**config.mk**
```make
export PLATFORM = sky130hd
export DESIGN_NAME = hwag_regbus_arbiter
export DESIGN_NICKNAME = d
export VERILOG_FILES = /design/src/rtl/hwag_pkg.sv /design/src/rtl/hwag_cfg_rom.sv /design/src/rtl/hwag_regbus_arbiter.sv
export SDC_FILE = /design/constraint.sdc
export NUM_CORES = 1
export LEC_CHECK = 0
export ABC_CLOCK_PERIOD_IN_PS = 3500
export BUFFER_PORTS_ARGS = -buffer_cell sky130_fd_sc_hd__buf_2
export CAP_MARGIN = 0
export CELL_PAD_IN_SITES_DETAIL_PLACEMENT = 1
export CELL_PAD_IN_SITES_GLOBAL_PLACEMENT = 2
export CORE_MARGIN = 2
export CORE_UTILIZATION = 32
export CTS_CLUSTER_SIZE = 10
export DETAILED_ROUTE_END_ITERATION = 10
export GPL_ROUTABILITY_DRIVEN = 1
export PLACE_DENSITY_LB_ADDON = 0.1
export SETUP_SLACK_MARGIN = 0.5
export SLEW_MARGIN = 20
export SYNTH_ARGS = -nofsm -noshare
export SYNTH_HDL_FRONTEND = slang
export SYNTH_SLANG_ARGS = --single-unit
```
**constraint.sdc**
```tcl
create_clock -name clk_i -period 3.5 [get_ports clk_i]
set_input_delay 0.175 -clock clk_i [delete_from_list [all_inputs] [get_ports clk_i]]
set_output_delay 0.175 -clock clk_i [all_outputs]
set_load 0.005 [all_outputs]
```
**src/rtl/hwag_pkg.sv**
```systemverilog
// Shared widths, register map addresses and arbiter state encoding for the
// hwag configuration register bus.
package hwag_pkg;

  localparam int HWAG_AW        = 8;
  localparam int HWAG_DW        = 16;
  localparam int HWAG_LAST_ADDR = 130;

  localparam int HWATHNB     = 4;
  localparam int HWASTWD     = 5;
  localparam int HWAATOPL    = 6;
  localparam int HWACR0      = 63;
  localparam int HWATHVL     = 70;
  localparam int HWAIGNCHRGL = 127;
  localparam int HWAIGNANGL  = 129;

  typedef enum logic [2:0] {
    ST_IDLE,
    ST_BOOT,
    ST_WR,
    ST_RD,
    ST_RD_CAP,
    ST_ACK
  } arb_state_e;

endpackage

```
**src/rtl/hwag_cfg_rom.sv**
```systemverilog
// Default register image: maps each register address to its power-up value.
module hwag_cfg_rom
  import hwag_pkg::*;
#(
  parameter int AW = HWAG_AW,
  parameter int DW = HWAG_DW
) (
  input  logic [AW-1:0] addr_i,
  output logic [DW-1:0] data_o
);

  always_comb begin
    data_o = '0;
    case (int'(addr_i))
      0:           data_o = DW'(128);
      2:           data_o = DW'(65535);
      HWATHNB:     data_o = DW'(57);
      HWASTWD:     data_o = DW'(4);
      HWAATOPL:    data_o = DW'(3839);
      HWACR0:      data_o = DW'(7);
      65:          data_o = DW'(2);
      HWATHVL:     data_o = DW'(2);
      HWAIGNCHRGL: data_o = DW'(1024);
      HWAIGNANGL:  data_o = DW'(3830);
      default:     data_o = '0;
    endcase
  end

endmodule

```
**src/rtl/hwag_regbus_arbiter.sv**
```systemverilog
// Owns the hwag register bus: loads the default image after reset or on
// request, then serves SPI bridge reads and writes. All outputs registered.
module hwag_regbus_arbiter
  import hwag_pkg::*;
#(
  parameter int AW        = HWAG_AW,
  parameter int DW        = HWAG_DW,
  parameter int LAST_ADDR = HWAG_LAST_ADDR,
  parameter bit BOOT_EN   = 1'b1
) (
  input  logic          clk_i,
  input  logic          rst_i,
  input  logic          boot_start_i,
  output logic          boot_busy_o,
  output logic          boot_done_o,
  input  logic          spi_req_i,
  input  logic          spi_we_i,
  input  logic [AW-1:0] spi_addr_i,
  input  logic [DW-1:0] spi_wdata_i,
  output logic          spi_ack_o,
  output logic [DW-1:0] spi_rdata_o,
  output logic          spi_err_o,
  output logic [AW-1:0] reg_addr_o,
  output logic [DW-1:0] reg_wdata_o,
  output logic          reg_we_o,
  output logic          reg_re_o,
  input  logic [DW-1:0] reg_rdata_i
);

  localparam logic [AW-1:0] LAST = AW'(LAST_ADDR);

  arb_state_e    state_q, state_d;
  logic [AW-1:0] cnt_q, cnt_d;
  logic          pend_q, pend_d;
  logic          boot_busy_q, boot_busy_d;
  logic          boot_done_q, boot_done_d;
  logic          spi_ack_q, spi_ack_d;
  logic          spi_err_q, spi_err_d;
  logic [DW-1:0] spi_rdata_q, spi_rdata_d;
  logic [AW-1:0] reg_addr_q, reg_addr_d;
  logic [DW-1:0] reg_wdata_q, reg_wdata_d;
  logic          reg_we_q, reg_we_d;
  logic          reg_re_q, reg_re_d;

  logic [AW-1:0] rom_addr;
  logic [DW-1:0] rom_data;
  logic          boot_go;
  logic          addr_bad;

  // ROM is addressed with the next boot address so its data lands with the strobe.
  assign rom_addr = (state_q == ST_BOOT) ? cnt_q + AW'(1) : '0;
  assign boot_go  = pend_q | boot_start_i;
  assign addr_bad = spi_addr_i > LAST;

  hwag_cfg_rom #(.AW(AW), .DW(DW)) u_rom (
    .addr_i (rom_addr),
    .data_o (rom_data)
  );

  always_comb begin
    state_d     = state_q;
    cnt_d       = cnt_q;
    pend_d      = pend_q | (boot_start_i & (state_q != ST_BOOT));
    boot_busy_d = boot_busy_q;
    boot_done_d = boot_done_q;
    spi_ack_d   = 1'b0;
    spi_err_d   = 1'b0;
    spi_rdata_d = spi_rdata_q;
    reg_addr_d  = reg_addr_q;
    reg_wdata_d = reg_wdata_q;
    reg_we_d    = 1'b0;
    reg_re_d    = 1'b0;

    case (state_q)
      ST_IDLE, ST_ACK: begin
        if (boot_go) begin
          state_d     = ST_BOOT;
          cnt_d       = '0;
          pend_d      = 1'b0;
          boot_busy_d = 1'b1;
          boot_done_d = 1'b0;
          reg_we_d    = 1'b1;
          reg_addr_d  = '0;
          reg_wdata_d = rom_data;
        end else if ((state_q == ST_IDLE) && spi_req_i) begin
          if (addr_bad) begin
            state_d   = ST_ACK;
            spi_ack_d = 1'b1;
            spi_err_d = 1'b1;
            if (!spi_we_i) spi_rdata_d = '0;
          end else if (spi_we_i) begin
            state_d     = ST_WR;
            reg_we_d    = 1'b1;
            reg_addr_d  = spi_addr_i;
            reg_wdata_d = spi_wdata_i;
          end else begin
            state_d    = ST_RD;
            reg_re_d   = 1'b1;
            reg_addr_d = spi_addr_i;
          end
        end else begin
          state_d = ST_IDLE;
        end
      end
      ST_BOOT: begin
        if (cnt_q == LAST) begin
          state_d     = ST_IDLE;
          boot_busy_d = 1'b0;
          boot_done_d = 1'b1;
        end else begin
          cnt_d       = rom_addr;
          reg_we_d    = 1'b1;
          reg_addr_d  = rom_addr;
          reg_wdata_d = rom_data;
        end
      end
      ST_WR: begin
        state_d   = ST_ACK;
        spi_ack_d = 1'b1;
      end
      ST_RD: state_d = ST_RD_CAP;
      ST_RD_CAP: begin
        state_d     = ST_ACK;
        spi_ack_d   = 1'b1;
        spi_rdata_d = reg_rdata_i;
      end
      default: state_d = ST_IDLE;
    endcase
  end

  always_ff @(posedge clk_i or posedge rst_i) begin
    if (rst_i) begin
      state_q     <= ST_IDLE;
      cnt_q       <= '0;
      pend_q      <= BOOT_EN;
      boot_busy_q <= 1'b0;
      boot_done_q <= 1'b0;
      spi_ack_q   <= 1'b0;
      spi_err_q   <= 1'b0;
      spi_rdata_q <= '0;
      reg_addr_q  <= '0;
      reg_wdata_q <= '0;
      reg_we_q    <= 1'b0;
      reg_re_q    <= 1'b0;
    end else begin
      state_q     <= state_d;
      cnt_q       <= cnt_d;
      pend_q      <= pend_d;
      boot_busy_q <= boot_busy_d;
      boot_done_q <= boot_done_d;
      spi_ack_q   <= spi_ack_d;
      spi_err_q   <= spi_err_d;
      spi_rdata_q <= spi_rdata_d;
      reg_addr_q  <= reg_addr_d;
      reg_wdata_q <= reg_wdata_d;
      reg_we_q    <= reg_we_d;
      reg_re_q    <= reg_re_d;
    end
  end

  assign boot_busy_o = boot_busy_q;
  assign boot_done_o = boot_done_q;
  assign spi_ack_o   = spi_ack_q;
  assign spi_err_o   = spi_err_q;
  assign spi_rdata_o = spi_rdata_q;
  assign reg_addr_o  = reg_addr_q;
  assign reg_wdata_o = reg_wdata_q;
  assign reg_we_o    = reg_we_q;
  assign reg_re_o    = reg_re_q;

endmodule

```
**Word-level counts from Yosys, hierarchy flattened**

Cells that the tools add are included.
Widths: inputs -> output; s select.

- Flip-flop bits (word level): 58
- Bits of input ports: 45
- Output and inout bits: 46

- Add/sub/neg operators: 1
- Order comparisons: 1
- Eq/ne operators: 26
- Mux-type cells: 50
- Bitwise operators: 3
- Reductions and logical operators: 13

Operator list:

| cell | count |
|---|---|
| $mux 16 | 9 |
| $pmux 16 s9 | 1 |
| $pmux 16 s2 | 2 |
| $mux 8 | 6 |
| $pmux 8 s2 | 2 |
| $eq 8x3->1 const B | 3 |
| $eq 8x7->1 const B | 3 |
| $mux 1 | 21 |
| $eq 8x8->1 const B | 2 |
| $mux 3 | 4 |
| $ne 2x2->1 const B | 6 |
| $pmux 3 s4 | 1 |
| $reduce_and 5->1 | 2 |
| $ne 3x3->1 const B | 3 |
| $add 8x1->8 const B | 1 |
| $eq 8x2->1 const B | 1 |
| $eq 8x6->1 const B | 1 |
| $gt 8x8->1 const B | 1 |
| $logic_not 8->1 | 1 |
| $pmux 1 s2 | 4 |
| $eq 3x2->1 const B | 2 |
| $eq 3x3->1 const B | 2 |
| $reduce_and 3->1 | 2 |
| $reduce_or 2->1 | 3 |
| other kinds (9) | 11 |

**Depth between registers and ports, before layout**

Gate-level depths: netlist (run 1).

- Depth in word-level cells: 7
- Depth in mapped cells: 9
- Depth with buffers taken out: 7

**Hierarchy**

A second synthesis (run 1) with hierarchy kept.

- Cells, all modules: 263
- Area total of the unflattened synthesis: 3040.4 µm²

Modules (own cells, without submodules):

| module | times used | cells an instance | area an instance (µm²) | seq. area each (µm²) |
|---|---|---|---|---|
| hwag_regbus_arbiter | 1 | 223 | 2767.7 | 1452.6 |
| hwag_cfg_rom | 1 | 40 | 272.8 | 0.0 |

**Worst setup path after synthesis (run 1)**

No wires, ideal clock.

- Path type: reg2reg
- Start point: register cnt_q[0]
- End point: register reg_wdata_q[1], in the netlist reg_wdata_o[1]
- Library setup time: 84 ps
- Data arrival time: 2139 ps
- Data required time: 3416 ps
- Path slack: 1277 ps
- Cell stages (with the launch flop): 9
- Path buffers: 1
- Period minus slack after synthesis: 2223 ps
- Cell sequence: dfrtp_1 clkbuf_1 inv_1 ha_1 or3_1 a211oi_2 and2_1 a41oi_1 a41oi_2

- Word-level cells in the longest chain between the ends: 7
- Elaborated cells on any way between the ends: 20
- Those cells by class: add/sub (1); eq/ne (11); mux (5); reduce/logical (3)

RTL lines:

| element | line | source |
|---|---|---|
| from (decl) | hwag_regbus_arbiter.sv:33 | `logic [AW-1:0] cnt_q, cnt_d;` |
| from (signal assigned) | hwag_regbus_arbiter.sv:147 | `cnt_q <= cnt_d;` |
| $add 8x1->8 | hwag_regbus_arbiter.sv:51 | `assign rom_addr = (state_q == ST_BOOT) ? cnt_q + AW'(1) : '0;` |
| $mux 8 | hwag_regbus_arbiter.sv:51 |  |
| $eq 8x7->1 | hwag_cfg_rom.sv:14 | `case (int'(addr_i))` |
| $reduce_or 2->1 (no source line) | n/a |  |
| $pmux 16 s9 | hwag_cfg_rom.sv:14 |  |
| $mux 16, on equally long branches | hwag_regbus_arbiter.sv:106, hwag_regbus_arbiter.sv:76 |  |
| $pmux 16 s2 | hwag_regbus_arbiter.sv:74 | `case (state_q)` |
| to (signal assigned) | hwag_regbus_arbiter.sv:155 | `reg_wdata_q <= reg_wdata_d;` |
| to (decl) | hwag_regbus_arbiter.sv:41 | `logic [DW-1:0] reg_wdata_q, reg_wdata_d;` |

Parallel ways exist; a longest one is shown, timed or not. The select of a mux whose other input is x is not followed.
A chain may end at the register's enable or synchronous reset.

**Worst setup path in the final report (run 1)**

- Start point: register cnt_q[0]
- End point: register reg_wdata_q[9], in the netlist reg_wdata_o[9]

Same word-level chain as after synthesis.

==> results of run 1 <==
==> power groups by stage <==
stage               registers [uW]  logic (uW)  clock network [uW]
floorplan                      921         616                   0
global placement              1020         833                   0
detailed placement            1030         841                   0
CTS                           1020         842                 642
global route                  1050         933                 680
finish                        1020         825                 623
==> metrics by stage <==
step | hold WS, ps | power, uW | cell area [um^2] | setup WS [ps]
floorplan | 248 | 1540 | 2960 | 1280
global placement | 390 | 1860 | 3490 | 869
detailed placement | 385 | 1870 | 3490 | 791
CTS | 15.2 | 2500 | 3680 | 763
global route | 44.3 | 2660 | 3680 | 650
finish | -11.4 | 2470 | 3680 | 853
==> state kept, by name (all words and copies together), names as in the netlist <==
| name | count |
|---|---|
| spi_err_o | 1 |
| reg_we_o | 1 |
| reg_addr_o | 8 |
| reg_wdata_o | 16 |
| reg_re_o | 1 |
| state_q | 3 |
| spi_ack_o | 1 |
| cnt_q | 8 |
| boot_done_o | 1 |
| boot_busy_o | 1 |
| pend_q | 1 |
| spi_rdata_o | 16 |
==> cells in the final DEF (no fill, tap or decap), types with 4 or more instances in the layout <==
cell type | synthesis | routed
buf_2 | 8 | 90
dfrtp_1 | 57 | 57
nand2_1 | 32 | 32
nor2_1 | 27 | 27
nand3_1 | 20 | 20
a21oi_1 | 17 | 17
a22o_1 | 16 | 16
o21ai_1 | 15 | 15
o21ai_0 | 14 | 14
clkbuf_8 | 0 | 10
nor3_1 | 9 | 9
buf_4 | 1 | 7
xor2_1 | 6 | 6
a31oi_1 | 6 | 6
inv_1 | 7 | 6
and3_1 | 5 | 5
nor2b_1 | 4 | 4
xnor2_1 | 4 | 4
and2_1 | 5 | 4
==> worst min path at each step <==
stage	from	end	cells after the start
6_report	rst_i	spi_rdata_o[12]	2
4_1_cts	rst_i	spi_rdata_o[14]	2
5_1_grt	rst_i	spi_rdata_o[12]	2
3_3_place_gp	rst_i	spi_rdata_o[12]	2
2_1_floorplan	boot_start_i	state_q[1]	1
3_5_place_dp	rst_i	spi_rdata_o[12]	2
==> final cells by class <==
| cell class | count | area, um^2 | area share (%) |
|---|---|---|---|
| Tap cell | 111 | 139 | 3.77 |
| Clock buffer | 10 | 138 | 3.74 |
| Clock inverter | 5 | 55.1 | 1.49 |
| Multi-Input combinational cell | 227 | 1370 | 37.2 |
| Inverter | 7 | 26.3 | 0.713 |
| Sequential cell | 58 | 1450 | 39.4 |
| Timing Repair Buffer | 97 | 503 | 13.7 |
==> worst max-delay path, stage by stage (launching register included) <==
cell	delay, ps
dfrtp_1	570
ha_1	450
or3_1	410
a2111oi_2	590
o21ai_1	310
a31oi_1	230
==> kinds of logic (layout without fill, tap and decap cells) <==
logic type	Yosys count	after routing
DFF	58	58
and+or+nand+nor	114	114
muxes	4	4
xor gates and xnor gates	10	10
AOI/OAI and AO/OA	97	97
buffers and inverters	32	119
adders and majority gates	2	2
==> repair_timing <==
action	CTS	global route
setup endpoints to repair	0	1
resized for setup	0	1
endpoints found under the hold margin	0	0
==> metal layers <==
layer	vias to the layer above	global-route usage (%)	part of all wire, %
li1	1299	-	-
met1	1293	24.6	47
met2	62	28.9	47
met3	10	4.25	4.4
met4	0	6.01	1.6
met5	-	0	0
==> cell usage after synthesis (2+ instances only) <==
library cell	number
nand2_1	32
a21oi_2	2
a22o_1	16
buf_2	8
clkbuf_1	15
and4_1	2
inv_1	7
a31oi_1	6
nor3_1	9
o21ai_0	14
nor2_1	27
o211ai_1	2
or3_1	3
xnor2_1	4
dfrtp_1	57
a21o_1	3
xor2_1	6
ha_1	2
a21oi_1	17
o22ai_1	3
mux2i_1	3
nor2b_1	4
and2_1	5
a211oi_1	2
nand3_1	20
o21ai_1	15
and3_1	5
==> impl.org, run 1 <==
** Run status
- The flow ran to the end, but the final reports show violations.
- The checks that failed: negative hold slack.

** Yosys
- Instance count of the mapped netlist :: 317
- Counting flops and latches in the post-synthesis netlist gives 58.
- Counting every net in the synthesized netlist gives 364.
- Simple-gate area share of the yosys netlist :: 18.4%
- Number of flops mapped to enable cells by yosys :: 0
- After synthesis, the netlist uses 55 different library cells.
- The synthesized netlist devotes 0.847% of its cell area to adder and majority cells.
- Part of the Yosys area used for sequential elements :: 49.2%
- Syn Std Cell Area :: 2960 um^2
- Fraction of synthesized area in multiplexers :: 1.40%
- Among all flip-flop cells after synthesis, the most frequent one is dfrtp_1.
- Summed over all instances, the cell type with the most area after synthesis is dfrtp_1.
- Per-instance average area after synthesis :: 9.32 um^2
- The synthesized netlist devotes 2.96% of its cell area to XOR and XNOR gates.
- Of all flip-flops after synthesis, the portion carrying an async set or reset was 100%.
- Area share of the leading cell type in the synthesized netlist :: 48.3%
- Leading post-synthesis cells by cell area :: dfrtp_1 48%, a22o_1 4.7%, nand2_1 4.1%, nor2_1 3.4%, nand3_1 3.4%
- Combinational family with the most area after synthesis :: compound AO/OA/AOI/OAI gates
- Synthesized-area fraction occupied by ao, oa, aoi and oai cells :: 22.7%
- The Yosys step of the flow raised 0 warnings.

** Clocking
- Buffers inserted during post-CTS setup optimization :: 0
- In this run, post-CTS hold repair placed 0 buffers.
- Clock buffer count from CTS :: 9
- Maximum clock insertion buffer count :: 2
- Clock-pin slew was measured on the worst setup and hold paths at 70 ps.
- TritonCTS clock tree :: built
- In this run the number of H-tree levels came out at 3.
- The clock drives 58 sinks.
- Insertion delay to the later sink of the worst-skew pair :: 330 ps
- In this run the clock root is driven by a clkbuf_8.

** Global routing
- The number of global-route vias before repair came to 2,659.
- The first global-routing pass estimated 14,200 um of wire.
- Entering global routing, the biggest net connects 39 pins.
- Number of antenna violations at the first check in global routing :: 0
- Grt ovf :: 0
- Global routing used 18.2% of the available tracks.

** Power
- Combinational logic burns 33.4% of the power.
- Cell internal power was estimated by the tool at 1520 uW.
- The worst-case IR drop observed on VDD is 0.000278 V.
- Power density over cell area :: 670 nW/um^2
- Of the total power, the clock network draws 25.2%.
- Register share of total power :: 41.3%
- Summed over all cells, the static leakage comes to 0.00185 uW.
- Net switching component of the power :: 947 uW
- Net switching is 38.4% of the power.

** Timing
- The final critical path takes up 75.6% of the cycle.
- Actual transition at the worst max-transition pin :: 804 ps
- Setup violations remaining at the end of the flow were counted as 0.
- Setup repair after global routing left no endpoint under its margin.
- The tightest hold path in the finished design has a slack of -11.4 ps.
- Static timing analysis puts the maximum clock frequency at 378 MHz.
- In the final timing run, aggregate negative setup slack is 0 ps.
- Worst setup skew after layout :: 9.38 ps
- The routed design could run at a clock period as short as 2650 ps.
- In this run the tightest slew margin relative to its limit is 46.3%.
- Hold violation count in the final report :: 9
- The final-report max-slew violation count is 0.

** Floorplan
- Placeable core region :: 9110 um^2
- Area enclosed by the die boundary :: 10,000 um^2
- The die is 100 um tall.
- 91 I/O pins were placed.
- Starting utilization of the core area :: 32.4%
- After floorplanning, the core was divided into 35 placement rows.
- Die extent in x :: 100 um

** Finish
- The layout has 1,089 filler cells.
- Of the cells placed in the final design, the portion with a size suffix greater than 1 is 30.9%.
- Antenna diode instance count :: 0
- Count of placed standard cells in the final layout, fillers left out :: 515
- Measured on the finished design, the core utilization comes to 40.4%.
- Relative to the synthesized area, the layout overhead comes to 24.6%.
- After the last flow step, the layout net total stands at 447.

** Setup path
- The worst setup path is captured at a flop.
- The worst register-to-register path ends at reg_wdata_o[9].
- The worst register-to-register path has a depth of 5.
- At the worst endpoint, the arrival time is 2900 ps.
- The setup path with the least slack is of type reg2reg.
- The most critical setup path has its endpoint at reg_wdata_o[9].
- STA puts the critical path data required time at 3760 ps.
- The critical path starts at cnt_q[0].
- Element type at the critical path start :: flop
- Reg-to-Reg Start :: cnt_q[0]
- The setup check on the worst reg-to-reg path leaves a slack of 850 ps.
- Maximum net fanout on the critical path :: 17

** Place
- Count of input and output buffers :: 90
- The congestion estimate from routability-driven global placement came to 0.774.
- Once placement completed, the tool counted placed cells totaling 500.
- The wire-length estimate of the detail-placed layout is 6480 um.

** Routing
- Residual antenna-violating net count after detailed routing :: 0
- Dividing the detail-routed via count by the number of cells gives 5.17.
- In the routed design, unresolved DRC markers number 0.
- The routed layout has 2,664 vias.
- Number of violations reported at the end of detailed-routing iteration 0 :: 70
- First-pass DRT Iterations :: 4
- Routed wirelength normalized by instance count :: 17.2 um
- Wires add up to 8860 um.

** Worst hold path
- In this run the worst hold path is classified as in2async.

** Job
- Across the run, the number of max-cap violations was 0.
No activity file was read; power rests on OpenSTA's default activity.
==> inputs of run 2 (changes only) <==
--- a/config.mk
+++ b/config.mk
@@ -5,13 +5,13 @@
 export SDC_FILE = /design/constraint.sdc
 export NUM_CORES = 1
 export LEC_CHECK = 0
-export ABC_CLOCK_PERIOD_IN_PS = 3500
+export ABC_CLOCK_PERIOD_IN_PS = 2350
 export BUFFER_PORTS_ARGS = -buffer_cell sky130_fd_sc_hd__buf_2
 export CAP_MARGIN = 0
 export CELL_PAD_IN_SITES_DETAIL_PLACEMENT = 1
 export CELL_PAD_IN_SITES_GLOBAL_PLACEMENT = 2
 export CORE_MARGIN = 2
-export CORE_UTILIZATION = 32
+export CORE_UTILIZATION = 27
 export CTS_CLUSTER_SIZE = 10
 export DETAILED_ROUTE_END_ITERATION = 10
 export GPL_ROUTABILITY_DRIVEN = 1
==> constraint.sdc (replaced) <==
create_clock -name clk_i -period 2.35 [get_ports clk_i]
set_input_delay 0.1175 -clock clk_i [delete_from_list [all_inputs] [get_ports clk_i]]
set_output_delay 0.1175 -clock clk_i [all_outputs]
set_load 0.005 [all_outputs]
==> impl.org, run 2 (synthesis gave the netlist of run 1 again) <==
** Run status
- Outcome :: finished clean

** Routing
- The detail route stage leaves a number of antenna-violating nets equal to 0.
- For this block, the routed nets add up to 10,400 um of wire.
- The detailed router placed 2,917 vias in this run.
- After detailed routing, the number of remaining DRC violations is 0.
- The first routing iteration left 100 violations.
- In the final routed layout, each cell accounts on average for 17.4 um.
- For this run, the detailed router's first-pass iteration total came to 4.
- In the routed layout, each cell is associated on average with a via count of 4.87.

** Timing
- Max-slew violations :: 0
- Slew HR :: 58.9%
- Setup Total Neg Slack :: 0 ps
- RSZ-0062 raised after global routing :: true
- Final setup violation count :: 0
- Post-route minimum period :: 1940 ps
- Between clock sinks in the finished design, the worst skew comes to 11.4 ps.
- Based on the critical path, the design can be clocked at up to 516 MHz.
- Fraction of the cycle the final worst path needs :: 82.5%
- For the pin with the worst max-slew slack, the measured transition is 616 ps.
- Hold violation count in the final report :: 0

** Place
- Detailed placement finished with a half-perimeter wire length of 6980 um.
- At the end of routability-driven placement, the weighted congestion stood at 0.809.
- Count of input and output buffers :: 90

** Global routing
- Entering global routing, the biggest net connects 28 pins.
- The first global-routing pass estimated 15,600 um of wire.
- The number of antenna violations at the first check in global routing was 0.
- Vias in the first global route :: 3,053
- For this run, the total global-route usage over all layers was measured as 17.3%.
- The total overflow left after global routing is 0.

** Power
- Total power after layout :: 4570 uW
- Of the total power, the share spent switching nets is 37.1%.
- Share of power burned in the clock network :: 23.0%
- Across the VDD grid, the largest voltage drop is 0.000355 V.
- The share of total power dissipated in combinational logic is 45.3%.
- Cell internal power dissipation :: 2880 uW
- Net switching component of the power :: 1690 uW
- The analysis attributes to cell leakage a power of 0.00224 uW.
- The share of total power dissipated in sequential elements is 31.7%.
- Power density over cell area :: 984 nW/um^2

** Clocking
- Clock buffer count from CTS :: 9
- H-tree Lvls :: 3
- Maximum clock insertion buffer count :: 2
- TritonCTS built the clock tree.
- Clock root buffer :: clkbuf_8
- Clock tree sinks :: 58
- Insertion delay to the later sink of the worst-skew pair :: 340 ps
- Clk slew on worst S/H paths :: 70 ps

** Worst hold path
- Startpoint of the lowest-slack hold path :: spi_wdata_i[12]
- Class of the worst hold path :: in2reg
- Min-Delay Path Depth :: 3

** Finish
- From synthesis to final layout, the design area changed by 57.2%.
- Commonest non-fill, non-tap cell in the layout :: buf_2
- The final layout contains 501 nets.
- Commonest cells after routing, fill and taps aside :: 90 x buf_2, 48 x dfrtp_1, 37 x buf_4, 28 x nand2_1, 26 x nor2_1
- Cells with a size suffix above 1 make up 50.3% of the layout.
- Antenna diode instance count :: 0

** Setup path
- In this run the worst path has a maximum fanout of 6.
- Cell depth of the worst flop-to-flop path :: 5
- Type of the worst setup path :: reg2reg
- The most critical setup path has its startpoint at cnt_q[1].
- Data on the critical path arrives at its endpoint at 2200 ps.
- Worst Path Required :: 2610 ps
- Endpoint class of the critical path :: flop
- Element type at the critical path start :: flop
- Reg-to-Reg Start :: cnt_q[1]

** Floorplan
- Overall die height :: 109 um
- Placeable core region :: 10,700 um^2
- Boundary pin count :: 91
- In this run the horizontal extent of the chip is 109 um.
- Standard-cell rows :: 38
- The die covers 11,800 um^2.
- Starting utilization of the core area :: 27.5%

** Job
- Number of maximum-capacitance violations :: 0
run 2: cell types whose count changed in the layout (fill, tap and decap cells not counted), sizes merged:
| cell | change |
|---|---|
| and2 | +1 |
| buf | +45 |
| bufinv | +1 |
| clkbuf | +5 |
| clkinv | -2 |
| dlygate4sd3 | +5 |
run 2: worst paths after layout:
kind,to,slack (ps)
min in group asynchronous,reg_addr_o[4],300
worst min register to register,spi_rdata_o[12],500
max in group asynchronous,pend_q,1350
worst max-delay path,reg_wdata_o[1],410
worst max register to register,reg_wdata_o[1],410
worst min-delay path,reg_wdata_o[12],7
run 2: what timing repair did:
action,CTS,global route
gates resized for setup,27,58
hold endpoints to repair,17,3
setup buffers,16,9
cloned,1,4
pin swaps,18,32
hold buffers,2,3
setup endpoints to repair,24,31
run 2: worst max-delay path, cell delays in order, from the launching register on:
cell and delay [ps]:
dfrtp_2 460, ha_4 200, or3_4 340, a2111oi_4 470
o21ai_2 170, a41oi_2 210
run 2: through the flow:
step / area [um^2] / instances / utilization, % / worst slack [ps] / hold slack [ps]
floorplan: 3050 / 317 / - / 479 / 191
detailed placement: 3750 / 548 / 34.9 / 242 / 138
CTS: 4220 / 583 / 39.3 / 417 / 0.535
finish: 4640 / 599 / 43.2 / 412 / 7.15
global placement: 3750 / 548 / 34.9 / 284 / 132
global route: 4640 / 599 / 43.2 / 260 / -4.83
run 2: routing by layer:
layer	GRT usage (%)	share of wire, %
met2	28.1	49
met3	3.71	3.6
met1	22.3	46
met5	0	0
met4	6.96	1.1
run 2: area by class of cell:
type | instances | area [um^2]
multi-input cells | 228 | 1720
inverters | 7 | 28.8
well taps | 140 | 175
clock buffers | 12 | 145
fillers | 1245 | 6100
flip-flops and latches | 58 | 1460
repair buffers | 150 | 1030
clock inverters | 4 | 75.1
run 2: power by group through the flow:
stage          clock network, uW  logic [uW]  registers (uW)
5_1_grt                     1140        2290            1490
4_1_cts                     1080        1820            1420
3_5_place_dp                   0        1550            1460
6_report                    1050        2070            1450
3_3_place_gp                   0        1540            1450
2_1_floorplan                  0        1010            1380
==> inputs of run 3 (changes only) <==
--- a/config.mk
+++ b/config.mk
@@ -5,13 +5,13 @@
 export SDC_FILE = /design/constraint.sdc
 export NUM_CORES = 1
 export LEC_CHECK = 0
-export ABC_CLOCK_PERIOD_IN_PS = 2350
+export ABC_CLOCK_PERIOD_IN_PS = 2000
 export BUFFER_PORTS_ARGS = -buffer_cell sky130_fd_sc_hd__buf_2
 export CAP_MARGIN = 0
 export CELL_PAD_IN_SITES_DETAIL_PLACEMENT = 1
 export CELL_PAD_IN_SITES_GLOBAL_PLACEMENT = 2
 export CORE_MARGIN = 2
-export CORE_UTILIZATION = 27
+export CORE_UTILIZATION = 30
 export CTS_CLUSTER_SIZE = 10
 export DETAILED_ROUTE_END_ITERATION = 10
 export GPL_ROUTABILITY_DRIVEN = 1
==> constraint.sdc (replaced) <==
create_clock -name clk_i -period 2 [get_ports clk_i]
set_input_delay 0.1 -clock clk_i [delete_from_list [all_inputs] [get_ports clk_i]]
set_output_delay 0.1 -clock clk_i [all_outputs]
set_load 0.005 [all_outputs]
==> impl.org, run 3 (synthesis gave the netlist of run 1 again) <==
** Finish
- At the end of the flow, the number of nets in the layout was 529.
- In the layout the commonest cells are 90 x buf_2, 53 x dfrtp_1, 40 x buf_4, 22 x nand2_1, 22 x buf_6.
- The finished cells cover 5060 um^2.
- Antenna diode instance count :: 0
- Area used by multi-input combinational logic :: 1820 um^2
- Commonest non-fill, non-tap cell in the layout :: buf_2
- Compared with the post-synthesis result, the final layout area differs by 71.3%.
- Layout fillers :: 1,089
- The post-route netlist has 54.6% of its cells at a drive strength greater than 1.
- In the final layout, flip-flops and latches occupy 1460 um^2.

** Timing
- Max-slew violations :: 0
- Fraction of the cycle the final worst path needs :: 94.8%
- Timing-limited maximum frequency :: 527 MHz
- Post-route minimum period :: 1900 ps
- Slew HR :: 53.9%
- Setup repair after global routing could not meet its margin everywhere.
- The hold violation total from the final report was 0.
- Min setup slack post-route :: 104 ps
- Setup violations remaining at the end of the flow were counted as 0.
- Actual transition at the worst max-transition pin :: 689 ps
- Worst setup skew after layout :: 12.9 ps

** Setup path
- Slowest stage delay, CP :: 450 ps
- The worst setup path is of the reg2reg kind.
- Arrival time worst endpoint :: 2160 ps
- Maximum net fanout on the critical path :: 25
- Walking the worst path, the cells encountered are buf_12, xor2_4, nor3_4, a21oi_4, buf_6, a21oi_4, buf_12, nor2_1, a41oi_2.
- The slowest stage of the critical path belongs to the cell dfrtp_2.
- The worst setup path is captured at a flop.
- Worst Path Required :: 2260 ps
- Element type at the critical path start :: flop

** Routing
- For this run, design rule violations remaining after detail routing come to 0.
- Across all layers, the routed design uses 3,092 vias.
- Detailed Route WL :: 10,700 um
- Using the TritonRoute via totals, the vias-per-cell ratio works out to 4.99.
- The first detailed-routing pass took 4 iterations.
- In this run the remaining antenna-violating nets after routing total 0.
- Number of violations reported at the end of detailed-routing iteration 0 :: 69
- In the final routed layout, each cell accounts on average for 17.2 um.

** Floorplan
- The die covers 10,700 um^2.
- The core region is 9680 um^2.
- Starting utilization of the core area :: 30.5%
- Boundary pin count :: 91
- Overall die height :: 103 um
- The initialized floorplan defines 36 standard-cell rows.
- From left edge to right edge, the die measures 103 um.

** Clocking
- Clk slew on worst S/H paths :: 80 ps
- H-tree Lvls :: 3
- Insertion delay to the later sink of the worst-skew pair :: 340 ps
- The longest clock path from root to sink contains 2 buffers.
- TritonCTS built the clock tree.
- The tree built by TritonCTS fans out to 58 sinks.
- Buffers inserted during clock tree synthesis total 9.
- Clock tree synthesis selected as its root buffer the cell clkbuf_8.

** Job
- Number of maximum-capacitance violations :: 0

** Place
- Placement-stage cell area :: 3880 um^2
- Buffers placed on the I/O ports in this run total 90.
- Detail Placement HPWL :: 7140 um
- The congestion estimate from routability-driven global placement came to 0.786.
- At the placement stage, the worst setup path has a slack of 37.0 ps.

** Power
- Summed over all cells, the static leakage comes to 0.00243 uW.
- Across the VDD grid, the largest voltage drop is 0.000752 V.
- Power density over cell area :: 1120 nW/um^2

** Global routing
- Vias in the first global route :: 3,049
- The first global-routing pass estimated 15,900 um of wire.
- Global routing used 19.7% of the available tracks.
- Entering global routing, the biggest net connects 31 pins.
- Summed over all layers, the global routing overflow is 0.
- Number of antenna violations at the first check in global routing :: 0

** Run status
- Outcome :: finished clean

** Worst hold path
- Class of the worst hold path :: in2reg
==> run 3: path summary, 6_finish.rpt <==
kind	start	to	slack, ps	cells after the start
worst max-delay path	state_q[0]	reg_wdata_o[1]	100	9
worst min register to register	reg_addr_o[2]	reg_addr_o[2]	480	2
worst min-delay path	spi_wdata_i[6]	reg_wdata_o[6]	10	3
worst max register to register	state_q[0]	reg_wdata_o[1]	100	9
min in group asynchronous	rst_i	reg_addr_o[4]	400	3
max in group asynchronous	rst_i	spi_rdata_o[14]	920	4
==> run 3: repair_timing <==
action	CTS	global route
cloned	1	0
endpoints found under the setup margin	52	55
endpoints found under the hold margin	48	0
hold buffers	21	0
buffers inserted	23	10
pin swaps	39	17
resized for setup	78	40
==> run 3: worst max-delay path, delay by kind of cell, from the launching register on <==
kind	cells	cell delay, ps
buffers and inverters	3	470
DFF	1	450
AOI/OAI and AO/OA	3	390
and+or+nand+nor	2	310
xor gates and xnor gates	1	180
==> run 3: power by group <==
part	switching (uW)	leakage [uW]	internal, uW
registers	271	0.000757	1440
clock network	553	0.000124	839
logic	1290	0.00154	1300
==> run 3: through the flow <==
stage / total power, uW / util, % / setup TNS [ps] / instances / hold slack (ps)
final: 5690 / 52.3 / 0 / 620 / 10.5
after global routing: 6060 / 52.3 / -5.14 / 620 / 14.2
after CTS: 5580 / 49.8 / 0 / 610 / 2.83
after detailed placement: 3660 / 40.1 / 0 / 549 / 246
after global placement: 3630 / 40.1 / 0 / 549 / 239
after floorplan: 2870 / - / 0 / 317 / 173
==> run 3: per-layer routing <==
metal  share of wire (%)  vias to the layer above  wire length, um  global-route usage (%)
li1                    -                     1475                -                       -
met1                  46                     1536             4910                    26.7
met2                  49                       69             5200                    32.5
met3                 3.9                       12              413                    2.96
met4                 1.3                        0              142                    6.17
met5                   0                        -                0                       0
==> run 3: cell type report <==
| cell class | instances | share of cell area, % |
|---|---|---|
| Clock inverter | 7 | 2.47 |
| Tap cell | 133 | 3.29 |
| Clock buffer | 9 | 2.45 |
| Sequential cell | 58 | 28.8 |
| Inverter | 7 | 0.840 |
| Multi-Input combinational cell | 227 | 35.9 |
| Timing Repair Buffer | 179 | 26.3 |
